$ cat config.mk
export PLATFORM = sky130hd
export DESIGN_NAME = deserializer_15to30
export DESIGN_NICKNAME = d
export VERILOG_FILES = /design/src/rtl/deserializer_15to30.sv
export SDC_FILE = /design/constraint.sdc
export NUM_CORES = 1
export LEC_CHECK = 0
export ABC_CLOCK_PERIOD_IN_PS = 1660
export CAP_MARGIN = 20
export CORE_MARGIN = 3
export CORE_UTILIZATION = 25
export DETAILED_ROUTE_END_ITERATION = 8
export GPL_ROUTABILITY_DRIVEN = 0
export PLACE_DENSITY_LB_ADDON = 0.3
export SLEW_MARGIN = 5
export SYNTH_ARGS = -nofsm -noshare
export SYNTH_HDL_FRONTEND = slang
export SYNTH_SLANG_ARGS = --single-unit
$ cat constraint.sdc
create_clock -name clk -period 1.66 [get_ports clk]
set_clock_uncertainty 0.15 [all_clocks]
set_input_delay 0.249 -clock clk [delete_from_list [all_inputs] [get_ports clk]]
set_output_delay 0.249 -clock clk [all_outputs]
set_load 0.005 [all_outputs]
$ cat src/rtl/deserializer_15to30.sv
// 15-bit to 30-bit receive gearbox. Pairs half-words into TMDS symbol words
// and recovers pair alignment by slipping one half-word, either on request
// or automatically while hunting for control tokens on channel 0.
module deserializer_15to30 #(
  parameter int unsigned WINDOW_LEN = 4096
) (
  input  logic        clk,
  input  logic        rst_n,
  input  logic [14:0] data_in,
  input  logic        din_valid,
  input  logic        slip,
  input  logic        auto_align,
  output logic [29:0] data_out,
  output logic        dout_valid,
  output logic        locked
);

  localparam int unsigned HALF_W = 15;
  localparam int unsigned WORD_W = 2 * HALF_W;
  localparam int unsigned SYM_W  = 10;
  localparam int unsigned CNT_W  = (WINDOW_LEN > 1) ? $clog2(WINDOW_LEN) : 1;

  localparam logic [CNT_W-1:0] WIN_LAST = CNT_W'(WINDOW_LEN - 1);

  localparam logic [SYM_W-1:0] TOK0 = 10'h354;
  localparam logic [SYM_W-1:0] TOK1 = 10'h0AB;
  localparam logic [SYM_W-1:0] TOK2 = 10'h154;
  localparam logic [SYM_W-1:0] TOK3 = 10'h2AB;

  localparam logic [0:0] ST_SEARCH = 1'b0;
  localparam logic [0:0] ST_LOCKED = 1'b1;

  // datapath state
  logic              phase_q, phase_d;
  logic [HALF_W-1:0] lo_q, lo_d;
  logic              slip_pend_q, slip_pend_d;
  logic [WORD_W-1:0] data_out_q, data_out_d;
  logic              dout_valid_q, dout_valid_d;

  // alignment FSM state
  logic [0:0]        state_q, state_d;
  logic              locked_q, locked_d;
  logic [CNT_W-1:0]  win_cnt_q, win_cnt_d;
  logic              seen_q, seen_d;

  logic [SYM_W-1:0]  ch0_sym_c;
  logic              token_c;
  logic              seen_now_c;
  logic              win_end_c;
  logic              fsm_slip_c;
  logic              slip_req_c;

  assign data_out   = data_out_q;
  assign dout_valid = dout_valid_q;
  assign locked     = locked_q;

  // Token match on the word currently presented with its strobe
  assign ch0_sym_c  = {data_out_q[19:15], data_out_q[4:0]};
  assign token_c    = dout_valid_q &&
                      ((ch0_sym_c == TOK0) || (ch0_sym_c == TOK1) ||
                       (ch0_sym_c == TOK2) || (ch0_sym_c == TOK3));
  assign seen_now_c = seen_q | token_c;
  assign win_end_c  = auto_align && dout_valid_q && (win_cnt_q == WIN_LAST);

  // Alignment FSM: window bookkeeping and lock/slip decision at window end
  always_comb begin
    state_d    = state_q;
    locked_d   = locked_q;
    win_cnt_d  = win_cnt_q;
    seen_d     = seen_q;
    fsm_slip_c = 1'b0;
    if (!auto_align) begin
      state_d   = ST_SEARCH;
      locked_d  = 1'b0;
      win_cnt_d = '0;
      seen_d    = 1'b0;
    end else if (dout_valid_q) begin
      if (win_end_c) begin
        win_cnt_d = '0;
        seen_d    = 1'b0;
        case (state_q)
          ST_SEARCH: begin
            if (seen_now_c) begin
              state_d  = ST_LOCKED;
              locked_d = 1'b1;
            end else begin
              fsm_slip_c = 1'b1;
            end
          end
          default: begin
            if (!seen_now_c) begin
              state_d  = ST_SEARCH;
              locked_d = 1'b0;
            end
          end
        endcase
      end else begin
        win_cnt_d = win_cnt_q + CNT_W'(1);
        seen_d    = seen_now_c;
      end
    end
  end

  // Half-word pairing with single-shot slip (drop one accepted half-word)
  always_comb begin
    phase_d      = phase_q;
    lo_d         = lo_q;
    data_out_d   = data_out_q;
    dout_valid_d = 1'b0;
    slip_pend_d  = slip_pend_q;
    slip_req_c   = slip | fsm_slip_c;
    if (din_valid) begin
      if (slip_pend_q) begin
        slip_pend_d = 1'b0;
      end else if (!phase_q) begin
        lo_d    = data_in;
        phase_d = 1'b1;
      end else begin
        data_out_d   = {data_in, lo_q};
        dout_valid_d = 1'b1;
        phase_d      = 1'b0;
      end
    end
    if (!slip_pend_q && slip_req_c) begin
      slip_pend_d = 1'b1;
    end
  end

  // State registers
  always_ff @(posedge clk or negedge rst_n) begin
    if (!rst_n) begin
      phase_q      <= 1'b0;
      lo_q         <= '0;
      slip_pend_q  <= 1'b0;
      data_out_q   <= '0;
      dout_valid_q <= 1'b0;
      state_q      <= ST_SEARCH;
      locked_q     <= 1'b0;
      win_cnt_q    <= '0;
      seen_q       <= 1'b0;
    end else begin
      phase_q      <= phase_d;
      lo_q         <= lo_d;
      slip_pend_q  <= slip_pend_d;
      data_out_q   <= data_out_d;
      dout_valid_q <= dout_valid_d;
      state_q      <= state_d;
      locked_q     <= locked_d;
      win_cnt_q    <= win_cnt_d;
      seen_q       <= seen_d;
    end
  end

endmodule

== After elaboration in Yosys (flattened, before gate mapping) ==
Cells that the tools add are included.
Storage, ports and cells
  input port bits: 20
  output and inout bits: 32
  logic and storage cells: 64
  register bits: 63
Cells by class
  eq/ne operators: 9
  mux-type cells: 27
  bitwise operators: 4
  reductions and logical operators: 14
  add/sub/neg operators: 1
Operators by type and width (count)
  2-to-1 mux 12 bit: 3
  2-to-1 mux 1 bit: 24
  equality test 10 bit (second input constant): 2
  adder 12 x 1 -> 12 bit (second input constant): 1
  equality test 12 bit (second input constant): 1
  equality test 10 x 8 -> 1 bit (second input constant): 1
  equality test 10 x 9 -> 1 bit (second input constant): 1
  AND reduction 3 bit: 2
  logical AND 1 bit: 4
  != test 2 x 1 -> 1 bit (second input constant): 2
  AND reduction 2 bit: 2
  AND reduction 4 bit: 1
  logical OR 1 bit: 3
  != test 3 x 1 -> 1 bit (second input constant): 1
  != test 3 bit (second input constant): 1
  inverter 1 bit: 2
  bitwise OR 1 bit: 2
  nonzero test 2 bit: 1
  logical NOT 1 bit: 1

== Logic depth before layout (Yosys ltp) ==
Gate-level depths: netlist of run 1.
  depth after elaboration: 14
  mapped depth: 6
  gate-level depth less buffers: 5

== Least setup slack after synthesis of run 1 ==
Ideal clock, no wire load.
  path type: register to register
  start point: register slip_pend_q
  end point: register lo_q[10]
  stages on the path, launching flop included: 5
  required time: 1385 ps
  setup time: 125 ps
  clock period less this slack: 1708 ps
  setup slack: -48 ps
  buffers on the path: 1
  data arrival time: 1433 ps
  cell sequence: dfrtp_1 > nand2b_1 > nor2_1 > buf_2 > mux2_2
On the way
  word-level cells in the longest chain between the ends: 2
RTL lines
  from (decl): RTL line 36  | logic slip_pend_q, slip_pend_d;
  from (signal assigned): RTL line 144  | slip_pend_q <= slip_pend_d;
  inverter 1 bit (no source line)
  AND reduction 3 bit (no source line)
  to (signal assigned): RTL line 143  | lo_q <= lo_d;
  to (decl): RTL line 35  | logic [HALF_W-1:0] lo_q, lo_d;
Every way passes these cells.
A chain may end at the register's enable or synchronous reset.

== Worst setup path in the final report of run 1 ==
  start point: register win_cnt_q[5]
  end point: register slip_pend_q
On the way
  word-level cells in the longest chain between the ends: 8
  elaborated cells on any way between the ends: 9
  those cells by class: eq/ne (1); mux (4); bitwise (1); reduce/logical (3)
RTL lines
  from (decl): RTL line 43  | logic [CNT_W-1:0] win_cnt_q, win_cnt_d;
  from (signal assigned): RTL line 149  | win_cnt_q <= win_cnt_d;
  equality test 12 bit (*): RTL line 63  | assign win_end_c = auto_align && dout_valid_q && (win_cnt_q == WIN_LAST);
  logical AND 1 bit (*): RTL line 63
  2-to-1 mux 1 bit (*): RTL line 78  | if (win_end_c) begin
  2-to-1 mux 1 bit (*): RTL line 77  | end else if (dout_valid_q) begin
  2-to-1 mux 1 bit (*): RTL line 72  | if (!auto_align) begin
  bitwise OR 1 bit (*): RTL line 111  | slip_req_c = slip | fsm_slip_c;
  logical AND 1 bit (*): RTL line 124  | if (!slip_pend_q && slip_req_c) begin
  2-to-1 mux 1 bit or nonzero test 2 bit (tied branches)
Mark *: on every way between the ends. The rest lies on a longest branch, timed or not.

==> run_results.csv, run 1 <==
group,metric,value,unit
outcome,status,"complete, but fails checks",
outcome,violations,"setup timing",
clock_tree,clkTransAtPathRegs,80,ps
route,drt_iter0_markers,49,
synth,syn-cell-area,2610,sq um
synth,synthArstFlopShare,1.00,
global_routing,grt_pass1_vias,2189,
cells_and_area,fin_util,0.384,
sta,hold_violations,0,
placed_design,dp_hpwl,4340,um
cells_and_area,num-nets-final,366,
route,drtPass1Iterations,4,
critical_path,crit_fanout,4,
synth,synth_edf_count,0,
floorplanning,start_util,0.262,
route,vias_per_cell,4.30,
critical_path,required,1770,ps
cells_and_area,syn2layout_area_growth,46.6,%
synth,ys.flop_type,"dfrtp_1",
cells_and_area,num_antenna_cells,0,
clock_tree,cts_tree,"done",
clock_tree,clkSinkCount,63,
clock_tree,htree_levels,3,
critical_path,crit_path_start_kind,"register",
synth,synth_seq_area_share,0.605,
critical_path,cp_num_buf_inv,2,
clock_tree,clock_path_buffers,2,
synth,yosysWarnings,0,
power_and_ir_drop,power.density,1410,nW/um^2
synth,yosys-top-cells-count,"95 x nand2_1, 63 x dfrtp_1, 15 x mux2_2",
sta,fin_crit_sh,1.00,
power_and_ir_drop,ir_worst_vdd,0.000636,V
route,avgRoutedWirePerCell,13.1,um
clock_tree,clock_latency,340,ps
global_routing,antenna_found_initial,0,
cells_and_area,n_fill_cell,1023,
synth,syn_inst,252,
route,drt_wl_total,6320,um
floorplanning,die_w,108,um
synth,ys_ff_latch,63,
sta,holdWs,203,ps
placed_design,io_buffers,51,
critical_path,worstPathCellList,"nand4_4, buf_6, nor4_4, buf_4, nand4_1, a22oi_1",
sta,max_slew_margin,0.745,
sta,worst_slew_pin_slew,382,ps
clock_tree,numCtsBuffers,9,
synth,avgSynthCellArea,10.3,sq um
power_and_ir_drop,p_leak,1.95,nW
global_routing,grt.overflow.total,0,
synth,synth_fp_nets,273,
critical_path,critPathMaxStageDelay,400,ps
route,ant_nets,0,
synth,yosys-top-cells-area,"dfrtp_1 60%, nand2_1 14%, mux2_2 6.5%",
route,drc_errors,0,
sta,rsz0062_at_grt,"yes",
synth,yosys.area.top_type_share,0.605,
floorplanning,ios,52,
global_routing,grt.total_usage,0.115,
floorplanning,rows,36,
sta,fin_ws,-1.40,ps
floorplanning,die_y,108,um
global_routing,grt_max_degree,39,
cells_and_area,layout-drive-gt1-share,0.237,
floorplanning,core,9950,sq um
synth,synth_top_area_cell,"dfrtp_1",
clock_tree,cts_root_buffer,"clkbuf_8",
critical_path,critical_path_class,"register to register",
global_routing,grt_pass1_wl,10500,um
job,drv_cap,0,
sta,fmax,602,MHz
sta,post-route-min-period,1660,ps
hold_path,hp-class,"primary input to async pin",
sta,setup_viol,1,
route,vias,2078,
critical_path,cp.arrival,1770,ps
sta,slew_violations,0,
floorplanning,die-area,11700,sq um
critical_path,cp_top_family,"simple AND/OR/NAND/NOR gates",
critical_path,slowest_stage,"dfrtp_1",
synth,yosysMostFrequentCell,"nand2_1",
critical_path,crit_path_end_kind,"register",
synth,yosys.cell_types.count,38,
## kinds of logic after synthesis
| logic type | Yosys count | synth area share |
|---|---|---|
| AOI/OAI and AO/OA | 12 | 0.0293 |
| xor gates and xnor gates | 10 | 0.0336 |
| buffers and inverters | 12 | 0.0197 |
| and+or+nand+nor | 139 | 0.243 |
| adders and majority gates | 1 | 0.00480 |
| muxes | 15 | 0.0648 |
| DFF | 63 | 0.605 |
## repair_timing
action	in CTS	in global routing
pin swaps	1	4
endpoints found under the hold margin	13	0
resized for setup	13	15
setup endpoints to repair	12	28
buffers inserted	5	5
hold buffers	1	0
## cell usage in the layout, fill, tap and decap left out, types with 2 or more instances in the layout
cell type,count
nand2_1,95
dfrtp_1,62
buf_4,35
clkdlybuf4s50_1,29
mux2_2,15
nor2_1,12
dlymetal6s2s_1,11
dlygate4sd2_1,10
clkbuf_8,9
nand4_1,7
xor2_1,6
nand2b_1,4
a21oi_1,4
xnor2_1,4
inv_1,3
o21ai_0,3
buf_12,3
nand3b_1,2
nand3_2,2
or3_1,2
and3_1,2
nor4_1,2
clkinv_4,2
clkinvlp_4,2
## cell type report
| cell class | count | area, sq um | share of cell area |
|---|---|---|---|
| flip-flops and latches | 63 | 1580 | 0.413 |
| multi-input cells | 177 | 1020 | 0.267 |
| repair buffers | 91 | 865 | 0.226 |
| well taps | 133 | 166 | 0.0435 |
| clock buffers | 9 | 124 | 0.0324 |
| clock inverters | 7 | 57.6 | 0.0151 |
| inverters | 3 | 11.3 | 0.00295 |
## final timing paths
| kind | startpoint | to | slack (ps) | cells past startpoint |
|---|---|---|---|---|
| min | rst_n | win_cnt_q[10] | 200 | 2 |
| min in group clk | data_in[11] | data_out[26] | 310 | 3 |
| max in group asynchronous | rst_n | dout_valid | 630 | 3 |
| max | win_cnt_q[5] | slip_pend_q | -1 | 6 |
| max reg2reg | win_cnt_q[5] | slip_pend_q | -1 | 6 |
| min reg2reg | lo_q[7] | data_out[7] | 320 | 2 |
## power breakdown
group | switching [mW] | internal, mW | total, mW
logic | 0.683 | 1.08 | 1.76
clock network | 0.664 | 0.558 | 1.22
registers | 0.327 | 2.09 | 2.42
## worst reg2reg max path: stages, from the launching register on
cell and delay [ps]:
dfrtp_1 400, nand4_4 130, buf_6 140, nor4_4 310, buf_4 180, nand4_1 100
a22oi_1 180
## stage by stage
stage	power, mW	TNS (ps)	setup slack, ps	instances	instance area, sq um
2_1_floorplan	3.08	0	41.5	252	2620
3_3_place_gp	4.20	-2270	-191	456	3510
3_5_place_dp	4.24	-2800	-234	456	3510
4_1_cts	5.51	0	2.59	478	3730
5_1_grt	5.82	-844	-102	483	3820
6_report	5.41	-1.40	-1.40	483	3820
## registers in the layout, summed over array words and instances, names as in the netlist
register / flops
lo_q: 15
phase_q: 1
state_q: 1
win_cnt_q: 12
data_out: 30
seen_q: 1
locked: 1
dout_valid: 1
slip_pend_q: 1
## layer usage
layer,routed length [um],vias up,global-route usage
met5,0,-,0
met4,69,0,0.0298
met3,364,5,0.0513
met2,3030,39,0.191
met1,2860,1014,0.136
li1,-,1020,-
Power figures use the tool's default switching activity.
==> run 2, diff against run 1 <==
--- a/config.mk
+++ b/config.mk
@@ -12,7 +12,6 @@
 export DETAILED_ROUTE_END_ITERATION = 8
 export GPL_ROUTABILITY_DRIVEN = 0
 export PLACE_DENSITY_LB_ADDON = 0.3
-export SLEW_MARGIN = 5
 export SYNTH_ARGS = -nofsm -noshare
 export SYNTH_HDL_FRONTEND = slang
 export SYNTH_SLANG_ARGS = --single-unit
==> results of run 2 <==
No change in the layout: final DEF, timing and power equal those of run 1.
==> run 3, diff against run 2 <==
--- a/config.mk
+++ b/config.mk
@@ -9,8 +9,10 @@
 export CAP_MARGIN = 20
 export CORE_MARGIN = 3
 export CORE_UTILIZATION = 25
+export CTS_CLUSTER_DIAMETER = 50
 export DETAILED_ROUTE_END_ITERATION = 8
 export GPL_ROUTABILITY_DRIVEN = 0
+export MAX_ROUTING_LAYER = met4
 export PLACE_DENSITY_LB_ADDON = 0.3
 export SYNTH_ARGS = -nofsm -noshare
 export SYNTH_HDL_FRONTEND = slang
==> run_results.csv, run 3 (synthesized netlist as in run 1, its figures left out) <==
group,metric,value,unit
outcome,status,"complete, but fails checks",
outcome,violations,"setup timing",
route,drtPass1Iterations,4,
sta,max_slew_margin,0.745,
floorplanning,ios,52,
power_and_ir_drop,swShare,0.309,
power_and_ir_drop,p_comb_frac,0.326,
global_routing,grt_pass1_vias,2188,
cells_and_area,num_antenna_cells,0,
critical_path,reg2reg_depth,6,
clock_tree,htree_levels,3,
global_routing,grt_pass1_wl,10500,um
clock_tree,numCtsBuffers,9,
critical_path,worstPathCellList,"nand4_4, buf_6, nor4_4, buf_4, nand4_1, a22oi_1",
critical_path,cp.arrival,1770,ps
critical_path,crit_path_start_kind,"register",
power_and_ir_drop,power.internal,3.73,mW
critical_path,critical_path_class,"register to register",
critical_path,slowest_stage,"dfrtp_1",
global_routing,grt_max_degree,39,
hold_path,hp-class,"primary input to async pin",
critical_path,critPathMaxStageDelay,400,ps
sta,post-route-min-period,1660,ps
global_routing,grt.overflow.total,0,
clock_tree,clock_latency,340,ps
cells_and_area,layout-drive-gt1-share,0.237,
route,avgRoutedWirePerCell,13.1,um
sta,hold_violations,0,
critical_path,crit_path_end_kind,"register",
floorplanning,die_y,108,um
route,vias,2079,
floorplanning,core,9950,sq um
job,drv_cap,0,
clock_tree,clkSinkCount,63,
route,drc_errors,0,
sta,fin_ws,-2.39,ps
critical_path,required,1770,ps
floorplanning,die_w,108,um
route,ant_nets,0,
sta,fmax,602,MHz
power_and_ir_drop,p_clk_frac,0.226,
clock_tree,clock_path_buffers,2,
power_and_ir_drop,p_leak,1.95,nW
placed_design,dp_hpwl,4340,um
route,drt_wl_total,6310,um
floorplanning,rows,36,
critical_path,crit_fanout,4,
floorplanning,start_util,0.262,
cells_and_area,num-nets-final,366,
power_and_ir_drop,power.density,1410,nW/um^2
floorplanning,die-area,11700,sq um
power_and_ir_drop,p_switching,1.67,mW
clock_tree,cts_tree,"done",
route,drt_iter0_markers,50,
sta,fin_crit_sh,1.00,
power_and_ir_drop,seqPwrFrac,0.448,
global_routing,grt.total_usage,0.119,
cells_and_area,largest_reg_flops,30,
placed_design,io_buffers,51,
global_routing,antenna_found_initial,0,
clock_tree,clkTransAtPathRegs,80,ps
sta,finalSetupTns,-2.39,ps
sta,setup_viol,1,
sta,slew_violations,0,
cells_and_area,layout_common_cells,"95 x nand2_1, 62 x dfrtp_1, 35 x buf_4",
power_and_ir_drop,ir_worst_vdd,0.000636,V
clock_tree,cts_root_buffer,"clkbuf_8",
route,vias_per_cell,4.30,
cells_and_area,syn2layout_area_growth,46.6,%
power_and_ir_drop,p_total,5.40,mW
sta,worst_slew_pin_slew,382,ps
cells_and_area,layout_commonest_cell,"nand2_1",
sta,rsz0062_at_grt,"yes",
## run 3: metrics by stage
step / instances / utilization / hold WS, ps / worst slack [ps] / cell area, sq um
2_1_floorplan: 252 / - / -197 / 41.5 / 2620
3_3_place_gp: 456 / 0.352 / 46.1 / -191 / 3510
3_5_place_dp: 456 / 0.352 / 47.9 / -234 / 3510
4_1_cts: 478 / 0.375 / 203 / 2.59 / 3730
5_1_grt: 483 / 0.384 / 216 / -102 / 3820
6_report: 483 / 0.384 / 203 / -2.39 / 3820
## run 3: repair_timing
action                                  4_1_cts  5_1_grt
endpoints found under the setup margin       12       28
gates cloned                                  0        0
gates resized for setup                      13       15
hold buffers                                  1        0
buffers inserted                              5        5
pin swaps                                     1        4
endpoints found under the hold margin        13        0
## run 3: final timing paths
| check | start | to | slack [ps] |
|---|---|---|---|
| worst max-delay path | win_cnt_q[5] | slip_pend_q | -2 |
| worst min-delay path | rst_n | win_cnt_q[10] | 200 |
| worst max register to register | win_cnt_q[5] | slip_pend_q | -2 |
| worst min register to register | lo_q[7] | data_out[7] | 320 |
| max in group asynchronous | rst_n | data_out[3] | 630 |
| min in group clk | data_in[11] | data_out[26] | 310 |
## run 3: final cells by class
cell class / instances / area, sq um
Inverter: 3 / 11.3
Timing Repair Buffer: 91 / 865
Multi-Input combinational cell: 177 / 1020
Fill cell: 1023 / 6130
Clock inverter: 7 / 57.6
Clock buffer: 9 / 124
Sequential cell: 63 / 1580
Tap cell: 133 / 166
## run 3: layer usage
layer | vias to the layer above | GRT usage | wire length [um]
met3 | 4 | 0.0454 | 336
met4 | 0 | 0.0298 | 43
met1 | 1015 | 0.140 | 2870
li1 | 1021 | - | -
met5 | - | - | 0
met2 | 39 | 0.192 | 3060
## run 3: power by group through the flow
stage / sequential, mW / combinational (mW) / clock (mW)
2_1_floorplan: 2.45 / 0.633 / 0
3_3_place_gp: 2.45 / 1.75 / 0
3_5_place_dp: 2.45 / 1.78 / 0
4_1_cts: 2.43 / 1.80 / 1.28
5_1_grt: 2.50 / 1.96 / 1.35
6_report: 2.42 / 1.76 / 1.22
## run 3: worst max-delay path: cells and delay by family, from the launching register on
| kind | cells | cell delay, ps |
|---|---|---|
| AND/OR/NAND/NOR | 3 | 550 |
| buffers and inverters | 2 | 320 |
| flip-flops | 1 | 400 |
| AO/OA/AOI/OAI | 1 | 180 |
